==> config.mk <==
export PLATFORM = sky130hd
export DESIGN_NAME = multicycle_control
export DESIGN_NICKNAME = d
export VERILOG_FILES = /design/src/rtl/multicycle_control.sv
export SDC_FILE = /design/constraint.sdc
export NUM_CORES = 1
export LEC_CHECK = 0
export ABC_AREA = 1
export BUFFER_PORTS_ARGS = -buffer_cell sky130_fd_sc_hd__buf_2
export CAP_MARGIN = 20
export CORE_MARGIN = 2
export CORE_UTILIZATION = 51
export DETAILED_ROUTE_END_ITERATION = 12
export PLACE_DENSITY = 0.8
export SYNTH_ARGS = -nofsm -noshare
export SYNTH_HDL_FRONTEND = slang
export SYNTH_SLANG_ARGS = --single-unit
==> constraint.sdc <==
create_clock -name clk -period 1.7 [get_ports clk]
set_input_delay 0.255 -clock clk [delete_from_list [all_inputs] [get_ports clk]]
set_output_delay 0.255 -clock clk [all_outputs]
set_load 0.05 [all_outputs]
==> src/rtl/multicycle_control.sv <==
// Multicycle MIPS control unit: sequences fetch/decode/execute/memory/writeback
// for a shared-memory datapath, with a memory-ready handshake, a not-ready
// timeout that halts the core, and a retired-instruction (fetch) counter.
//
// state     | meaning
// ----------+----------------------------------------------
// FETCH     | read instruction at PC, load IR, PC <= PC+4
// DECODE    | register read, branch target into ALUOut
// MEM_ADDR  | effective address rs + imm
// MEM_READ  | data read at ALUOut
// MEM_WB    | load data (MDR) into rt
// MEM_WRITE | data write at ALUOut
// EXEC_R    | R-type ALU operation rs op rt
// R_WB      | ALUOut into rd
// BRANCH    | rs - rt compare, conditional PC <= ALUOut
// JUMP      | PC <= jump target
// EXEC_I    | I-type ALU operation rs op imm
// I_WB      | ALUOut into rt
// JR        | PC <= rs
// HALT      | illegal opcode or memory timeout; sticky until reset
module multicycle_control #(
  parameter int MEM_WAIT  = 1,
  parameter int TIMEOUT   = 15,
  parameter int CNT_WIDTH = 16
) (
  input  logic                 clk,
  input  logic                 reset,
  input  logic [5:0]           OP,
  input  logic [5:0]           Funct,
  input  logic                 Zero,
  input  logic                 MemReady,
  output logic                 PCEn,
  output logic                 IorD,
  output logic                 MemRead,
  output logic                 MemWrite,
  output logic                 IRWrite,
  output logic                 RegDst,
  output logic                 MemtoReg,
  output logic                 RegWrite,
  output logic                 ALUSrcA,
  output logic [1:0]           ALUSrcB,
  output logic [5:0]           ALUOp,
  output logic [1:0]           PCSource,
  output logic                 Halted,
  output logic [3:0]           State,
  output logic [CNT_WIDTH-1:0] InstrCount
);

  typedef enum logic [3:0] {
    FETCH     = 4'd0,
    DECODE    = 4'd1,
    MEM_ADDR  = 4'd2,
    MEM_READ  = 4'd3,
    MEM_WB    = 4'd4,
    MEM_WRITE = 4'd5,
    EXEC_R    = 4'd6,
    R_WB      = 4'd7,
    BRANCH    = 4'd8,
    JUMP      = 4'd9,
    EXEC_I    = 4'd10,
    I_WB      = 4'd11,
    JR        = 4'd12,
    HALT      = 4'd13
  } stateT;

  localparam logic [5:0] OP_RTYPE = 6'h00;
  localparam logic [5:0] OP_J     = 6'h02;
  localparam logic [5:0] OP_BEQ   = 6'h04;
  localparam logic [5:0] OP_BNE   = 6'h05;
  localparam logic [5:0] OP_ADDI  = 6'h08;
  localparam logic [5:0] OP_ORI   = 6'h0D;
  localparam logic [5:0] OP_LUI   = 6'h0F;
  localparam logic [5:0] OP_LW    = 6'h23;
  localparam logic [5:0] OP_SW    = 6'h2B;
  localparam logic [5:0] FN_JR    = 6'h08;

  localparam logic [5:0] ALU_ADD  = 6'h08;
  localparam logic [5:0] ALU_SUB  = 6'h04;
  localparam logic [5:0] ALU_R    = 6'h00;

  // Wait counter only needs to reach TIMEOUT-1: the terminal cycle itself
  // is detected combinationally and diverts to HALT.
  localparam int WAIT_W = (TIMEOUT > 1) ? $clog2(TIMEOUT) : 1;
  localparam logic [WAIT_W-1:0] WAIT_TC = WAIT_W'((TIMEOUT > 0) ? TIMEOUT - 1 : 0);

  stateT             curState;
  stateT             nxtState;
  logic [WAIT_W-1:0] waitCnt;
  logic [WAIT_W-1:0] waitNext;
  logic              readyEff;
  logic              memState;
  logic              timeoutHit;

  assign readyEff   = (MEM_WAIT != 0) ? MemReady : 1'b1;
  assign memState   = (curState == FETCH) || (curState == MEM_READ) || (curState == MEM_WRITE);
  assign timeoutHit = (TIMEOUT != 0) && memState && !readyEff && (waitCnt == WAIT_TC);
  assign State      = curState;

  // State register
  always_ff @(posedge clk or negedge reset) begin
    if (!reset) curState <= FETCH;
    else        curState <= nxtState;
  end

  // Next-state decode; a timeout overrides any stay-in-place wait
  always_comb begin
    nxtState = curState;
    case (curState)
      FETCH:     if (readyEff) nxtState = DECODE;
      DECODE: begin
        case (OP)
          OP_LW, OP_SW:             nxtState = MEM_ADDR;
          OP_RTYPE:                 nxtState = (Funct == FN_JR) ? JR : EXEC_R;
          OP_BEQ, OP_BNE:           nxtState = BRANCH;
          OP_J:                     nxtState = JUMP;
          OP_ADDI, OP_ORI, OP_LUI:  nxtState = EXEC_I;
          default:                  nxtState = HALT;
        endcase
      end
      MEM_ADDR:  nxtState = (OP == OP_SW) ? MEM_WRITE : MEM_READ;
      MEM_READ:  if (readyEff) nxtState = MEM_WB;
      MEM_WRITE: if (readyEff) nxtState = FETCH;
      EXEC_R:    nxtState = R_WB;
      EXEC_I:    nxtState = I_WB;
      MEM_WB, R_WB, I_WB, BRANCH, JUMP, JR: nxtState = FETCH;
      HALT:      nxtState = HALT;
      default:   nxtState = HALT;
    endcase
    if (timeoutHit) nxtState = HALT;
  end

  // Output decode; write/request enables are gated off while reset is held
  always_comb begin
    PCEn     = 1'b0;
    IorD     = 1'b0;
    MemRead  = 1'b0;
    MemWrite = 1'b0;
    IRWrite  = 1'b0;
    RegDst   = 1'b0;
    MemtoReg = 1'b0;
    RegWrite = 1'b0;
    ALUSrcA  = 1'b0;
    ALUSrcB  = 2'b00;
    ALUOp    = ALU_R;
    PCSource = 2'b00;
    Halted   = 1'b0;
    case (curState)
      FETCH: begin
        MemRead = 1'b1;
        ALUSrcB = 2'b01;
        ALUOp   = ALU_ADD;
        IRWrite = readyEff;
        PCEn    = readyEff;
      end
      DECODE: begin
        ALUSrcB = 2'b11;
        ALUOp   = ALU_ADD;
      end
      MEM_ADDR: begin
        ALUSrcA = 1'b1;
        ALUSrcB = 2'b10;
        ALUOp   = ALU_ADD;
      end
      MEM_READ: begin
        MemRead = 1'b1;
        IorD    = 1'b1;
      end
      MEM_WB: begin
        RegWrite = 1'b1;
        MemtoReg = 1'b1;
      end
      MEM_WRITE: begin
        MemWrite = 1'b1;
        IorD     = 1'b1;
      end
      EXEC_R: begin
        ALUSrcA = 1'b1;
        ALUOp   = ALU_R;
      end
      R_WB: begin
        RegWrite = 1'b1;
        RegDst   = 1'b1;
      end
      BRANCH: begin
        ALUSrcA  = 1'b1;
        ALUOp    = ALU_SUB;
        PCSource = 2'b01;
        PCEn     = (OP == OP_BNE) ? ~Zero : Zero;
      end
      JUMP: begin
        PCSource = 2'b10;
        PCEn     = 1'b1;
      end
      EXEC_I: begin
        ALUSrcA = 1'b1;
        ALUSrcB = 2'b10;
        ALUOp   = OP;
      end
      I_WB:     RegWrite = 1'b1;
      JR: begin
        PCSource = 2'b11;
        PCEn     = 1'b1;
      end
      HALT:     Halted = 1'b1;
      default: ;
    endcase
    if (!reset) begin
      PCEn     = 1'b0;
      IRWrite  = 1'b0;
      MemRead  = 1'b0;
      MemWrite = 1'b0;
      RegWrite = 1'b0;
    end
  end

  // Consecutive not-ready count; restarts on ready or on leaving the state
  always_comb begin
    waitNext = '0;
    if (memState && !readyEff && !timeoutHit)
      waitNext = (waitCnt == '1) ? waitCnt : waitCnt + 1'b1;
  end

  // Wait counter and retired-fetch counter (wraps naturally)
  always_ff @(posedge clk or negedge reset) begin
    if (!reset) begin
      waitCnt    <= '0;
      InstrCount <= '0;
    end else begin
      waitCnt <= waitNext;
      if (curState == FETCH && readyEff) InstrCount <= InstrCount + 1'b1;
    end
  end

endmodule

# Word level (Yosys, flattened, before mapping)
# Cells that the tools add are included.
dict set report totals {
  word_cells 85
  output_inout_bits 40
  reg_bits 24
  latchBits 0
  ram_bits 0
  in_bits 16
  mem_bits_ro 0
  n_memories 0
}
dict set report op_classes {
  shift 0
  order_cmp 0
  n_addsub 2
  eq_ne 28
  bitwise_logic 1
  reduce_logical 22
  div 0
  muxes 29
  n_mul 0
}
# cell n
set op_table {}
lappend op_table {{$eq 4x4->1 const B} 8}
lappend op_table {{$pmux 4 s8} 1}
lappend op_table {{$mux 4} 7}
lappend op_table {{$eq 6x4->1 const B} 4}
lappend op_table {{$pmux 4 s5} 1}
lappend op_table {{$pmux 6 s3} 1}
lappend op_table {{$add 16x1->16 const B} 1}
lappend op_table {{$eq 4x3->1 const B} 4}
lappend op_table {{$mux 1} 15}
lappend op_table {{$eq 6x3->1 const B} 2}
lappend op_table {{$eq 6x6->1 const B} 2}
lappend op_table {{$pmux 2 s3} 2}
lappend op_table {{$reduce_or 2->1} 6}
lappend op_table {{$ne 3x3->1 const B} 3}
lappend op_table {{$reduce_or 3->1} 3}
lappend op_table {{$eq 4x2->1 const B} 2}
lappend op_table {{$eq 6x2->1 const B} 1}
lappend op_table {{$logic_not 6->1} 1}
lappend op_table {{$reduce_or 6->1} 1}
lappend op_table {{$add 4x1->4 const B} 1}
lappend op_table {{$eq 4x1->1 const B} 1}
lappend op_table {{$logic_and 1x1->1} 4}
lappend op_table {{$logic_not 4->1} 1}
lappend op_table {{$reduce_or 4->1} 1}
lappend op_table {{other kinds (7)} 9}

# Logic depth before layout (Yosys ltp)
dict set report depth {
  word_depth 8
  depth_mapped 9
  depth_no_buf 9
}

# Worst setup path after synthesis
# Ideal clock, no wire load.
dict set report synth_path {
  path_kind {register to output}
  from {reg curState[2] (netlist: State[2])}
  to {out RegWrite}
  required_ps 1445
  t_arrival_ps 2614
  path_stages_with_launch 7
  path_slack_ps -1169
  path_buffers 0
  path_cell_list {dfrtp_1 > inv_1 > nor2_1 > inv_1 > nor2_1 > nor2_1 > a21oi_1}
}
dict set report synth_between {
  elab_chain_cells 4
  word_cells_on_any_way 6
  classes_between {3 x eq/ne; 2 x mux; 1 x reduce/logical}
}
# item line
set synth_rtl {}
lappend synth_rtl {{from (decl)} 86} ;# stateT curState;
lappend synth_rtl {{from (signal assigned)} 102} ;# else curState <= nxtState;
lappend synth_rtl {{$eq 4x4->1 / $eq 4x3->1 (equally long branches)} 147} ;# case (curState)
lappend synth_rtl {{$reduce_or 3->1 (no source line) (*)} -}
lappend synth_rtl {{$mux 1 (*)} 147}
lappend synth_rtl {{$mux 1 (*)} 207} ;# if (!reset) begin
lappend synth_rtl {{to (decl)} 39} ;# output logic RegWrite,
# Every way passes the cells marked *; elsewhere a longest branch is shown, timed or not.

# Final worst setup path
dict set report layout_path {
  from {reg curState[0] (netlist: State[0])}
  to {out PCEn}
}
dict set report layout_between {
  elab_chain_cells 4
  word_cells_on_any_way 7
  classes_between {3 x eq/ne; 2 x mux; 2 x reduce/logical}
}
# item line
set layout_rtl {}
lappend layout_rtl {{$eq 4x4->1} 147}
lappend layout_rtl {{$reduce_or 2->1 (no source line)} -}
lappend layout_rtl {{$pmux 1 s3 (*)} 147}
lappend layout_rtl {{$mux 1 (*)} 207}
lappend layout_rtl {{to (decl)} 32} ;# output logic PCEn,
# Marked as above.

==> run metrics <==
status finished with violations; failing checks negative setup slack; clock share of power 7.2%; number of global-route vias before repair between 1500 and 2000; clk sinks 24; Congestion Overflow GR 0; PD cells ~1600 nW/um^2; Switching Share approximately 56%; TNS Setup -1.84 ns; area of the multi-input gates ~1200 um^2; Tcrit/Tclk final 110%; Unique masters post-synth 24; Nets about 360; die height roughly 62 um; critical path startpoint category register; power share of the combinational group 71.2%; DRC 0; final setup fails 23; largest family of logic cells by synthesized area simple AND/OR/NAND/NOR gates; Synth Cell Area about 1700 um^2; final hold slack about 0.34 ns; post-DP HPWL ~3.3 mm; count of final max-slew check failures 0; Highest Clock Rate around 0.54 GHz; P_leak 1.37 nW; Worst Tran Pin Value approximately 0.37 ns; H-tree levels 1; antenna violations before repair 0; layout cell share with drive strength beyond 1 a little over two fifths; die area around 3800 um^2; Pre-Repair DR Iteration Count 4; mean post-synth cell area 6.80 um^2; core area 3280 um^2; PortBufs 55; net switching power between 2 and 2.5 mW; Crit Path Class register to output port; Final Non-Filler Cells 381; drt wl/cell 13.7 um; FP Rows 21; unrepaired setup endpoints after global routing yes; Seq. cell area around 610 um^2; TritonCTS clock tree built; drt total wl 5.22 mm; CTS Buffer Depth 2; # IOs 56; Synth Area in Adders 2.20%; flops & latches, synth 24; Area contributors post-synth dfrtp_1 (35%), nand2_1 (13%), nor2_1 (12%), inv_1 (9.0%), nand3_1 (5.3%); Fillers about 210; Worst-path clk slew roughly 0.12 ns; # diodes 0; largest net degree at the start of global routing 25; worst vdd ir between 0.8 and 0.9 mV; xor-xnor portion of the synthesized cell area between 6 and 7%; worst relative slew slack 75.5%; first-pass GRT wire length 7.47 mm; Iter 0 DRT Violations roughly 130; Total GRT Usage around a quarter; register area share after synthesis 35.2%; Starting Density about half; root buffer cell clkbuf_4; area leader, netlist dfrtp_1; internal power 1.82 mW; simple-gate share of the synthesized area 40.8%; worst-path maximum fanout 6; CTS Buf Count 3; yosys warns 0; post-synth top area share about a third; CP Capture Type output port; GP Congestion roughly 0.92; Hold Path Class primary input to register; Post-Syn Nets 270; Worst EP required approximately 1.4 ns; die width 61.9 um; Final Skew between 0.002 and 0.003 ns; slack of the critical path -0.168 ns; final period demand of the worst path about 1.9 ns; Placed Instances between 300 and 400; vias per inst 5.15; sequential share of power about 22%; Mapped Cells between 200 and 300; post-route ant nets 0; MaxCap Viol Count 0; Area Overhead vs Synth 53.6%; Synth Area in Compound Gates under 10%; Clock Latency Late Sink 0.31 ns; mux cell area share after synthesis less than 1%; arrival time worst endpoint roughly 1.6 ns; fin util around four fifths; via count 1961; final hold vios 0
cells in the final DEF, fill, tap and decap left out, drive strengths merged:
cell type    Yosys  final
a21boi           1      1
a21oi            5      5
a22oi            2      2
a31oi            1      1
buf              0     79
clkbuf           0      4
dfrtp           24     24
dlygate4sd3      0      1
ha               3      3
inv             41     41
mux2i            1      1
nand2           64     64
nand3           19     19
nand4            5      5
nor2            61     61
nor3             3      3
o211ai           1      1
o21ai            6      6
o22ai            2      2
xnor2            7      7
xor2             5      5
synth_stat cells (all sizes together):
master,instances
nor2,61
mux2i,1
xnor2,7
inv,41
a31oi,1
o21ai,6
a21oi,5
o211ai,1
a22oi,2
nand4,5
nor3,3
nand2,64
ha,3
xor2,5
nand3,19
a21boi,1
dfrtp,24
o22ai,2
what timing repair did:
item	CTS	global route
pin swaps	8	12
resized for setup	45	25
hold buffers	1	0
endpoints found under the hold margin	24	0
setup buffers	10	5
setup endpoints to repair	20	26
power groups by stage:
stage	Combinational, mW	Clock [mW]	Sequential, mW
finish	2.91	0.294	0.880
detailed placement	2.26	0	0.888
global placement	2.24	0	0.878
global route	3.08	0.328	0.898
CTS	2.65	0.307	0.870
floorplan	1.43	0	1.21
registers in the layout, indices dropped and copies added (netlist names):
| register | flops |
|---|---|
| InstrCount | 16 |
| State | 4 |
| waitCnt | 4 |
per-layer routing:
| layer | routed length, um | vias up | global-route usage (%) |
|---|---|---|---|
| li1 | - | 953 | - |
| met1 | 2250 | 919 | 33.6 |
| met2 | 2580 | 79 | 43.2 |
| met3 | 297 | 10 | 4.14 |
| met4 | 98 | 0 | 13.7 |
| met5 | 0 | - | 0 |
layout make-up:
| cell class | count | share of cell area, % |
|---|---|---|
| repair buffers | 80 | 23.1 |
| multi-input cells | 186 | 44.2 |
| well taps | 46 | 2.19 |
| flip-flops and latches | 24 | 23.1 |
| inverters | 41 | 6.06 |
| clock buffers | 4 | 1.38 |
worst max-delay path, stage by stage (launching register included):
cell and delay, ns:
dfrtp_2 0.47, nor2_4 0.17, inv_2 0.08, nor2_4 0.12, nand3_2 0.09, a31oi_4 0.19, buf_6 0.18
stage by stage:
step / total power [mW] / area [um^2] / setup slack (ns)
after floorplan: 2.64 / 1860 / -0.129
after global placement: 3.12 / 2260 / 0.0690
after detailed placement: 3.15 / 2260 / 0.0314
after CTS: 3.83 / 2500 / -0.161
after global routing: 4.30 / 2620 / -0.246
final: 4.08 / 2620 / -0.168
final timing paths:
check                                from              to  slack (ns)  cells past startpoint
hold / removal                   Funct[0]        State[3]        0.34                      6
hold reg to reg            InstrCount[14]  InstrCount[14]        0.51                      2
min in group asynchronous           reset  InstrCount[12]        0.48                      3
setup reg to reg                 State[0]  InstrCount[10]       -0.04                     10
max in group asynchronous           reset        State[3]        0.96                      3
setup / recovery                 State[0]            PCEn       -0.17                      6
cell families (layout without fill, tap and decap cells):
group,count (synthesis),in the layout
xor gates and xnor gates,12,12
DFF,24,24
adders and majority gates,3,3
buffers and inverters,41,125
AOI/OAI and AO/OA,18,18
and+or+nand+nor,152,152
muxes,1,1
Power figures use the tool's default switching activity.
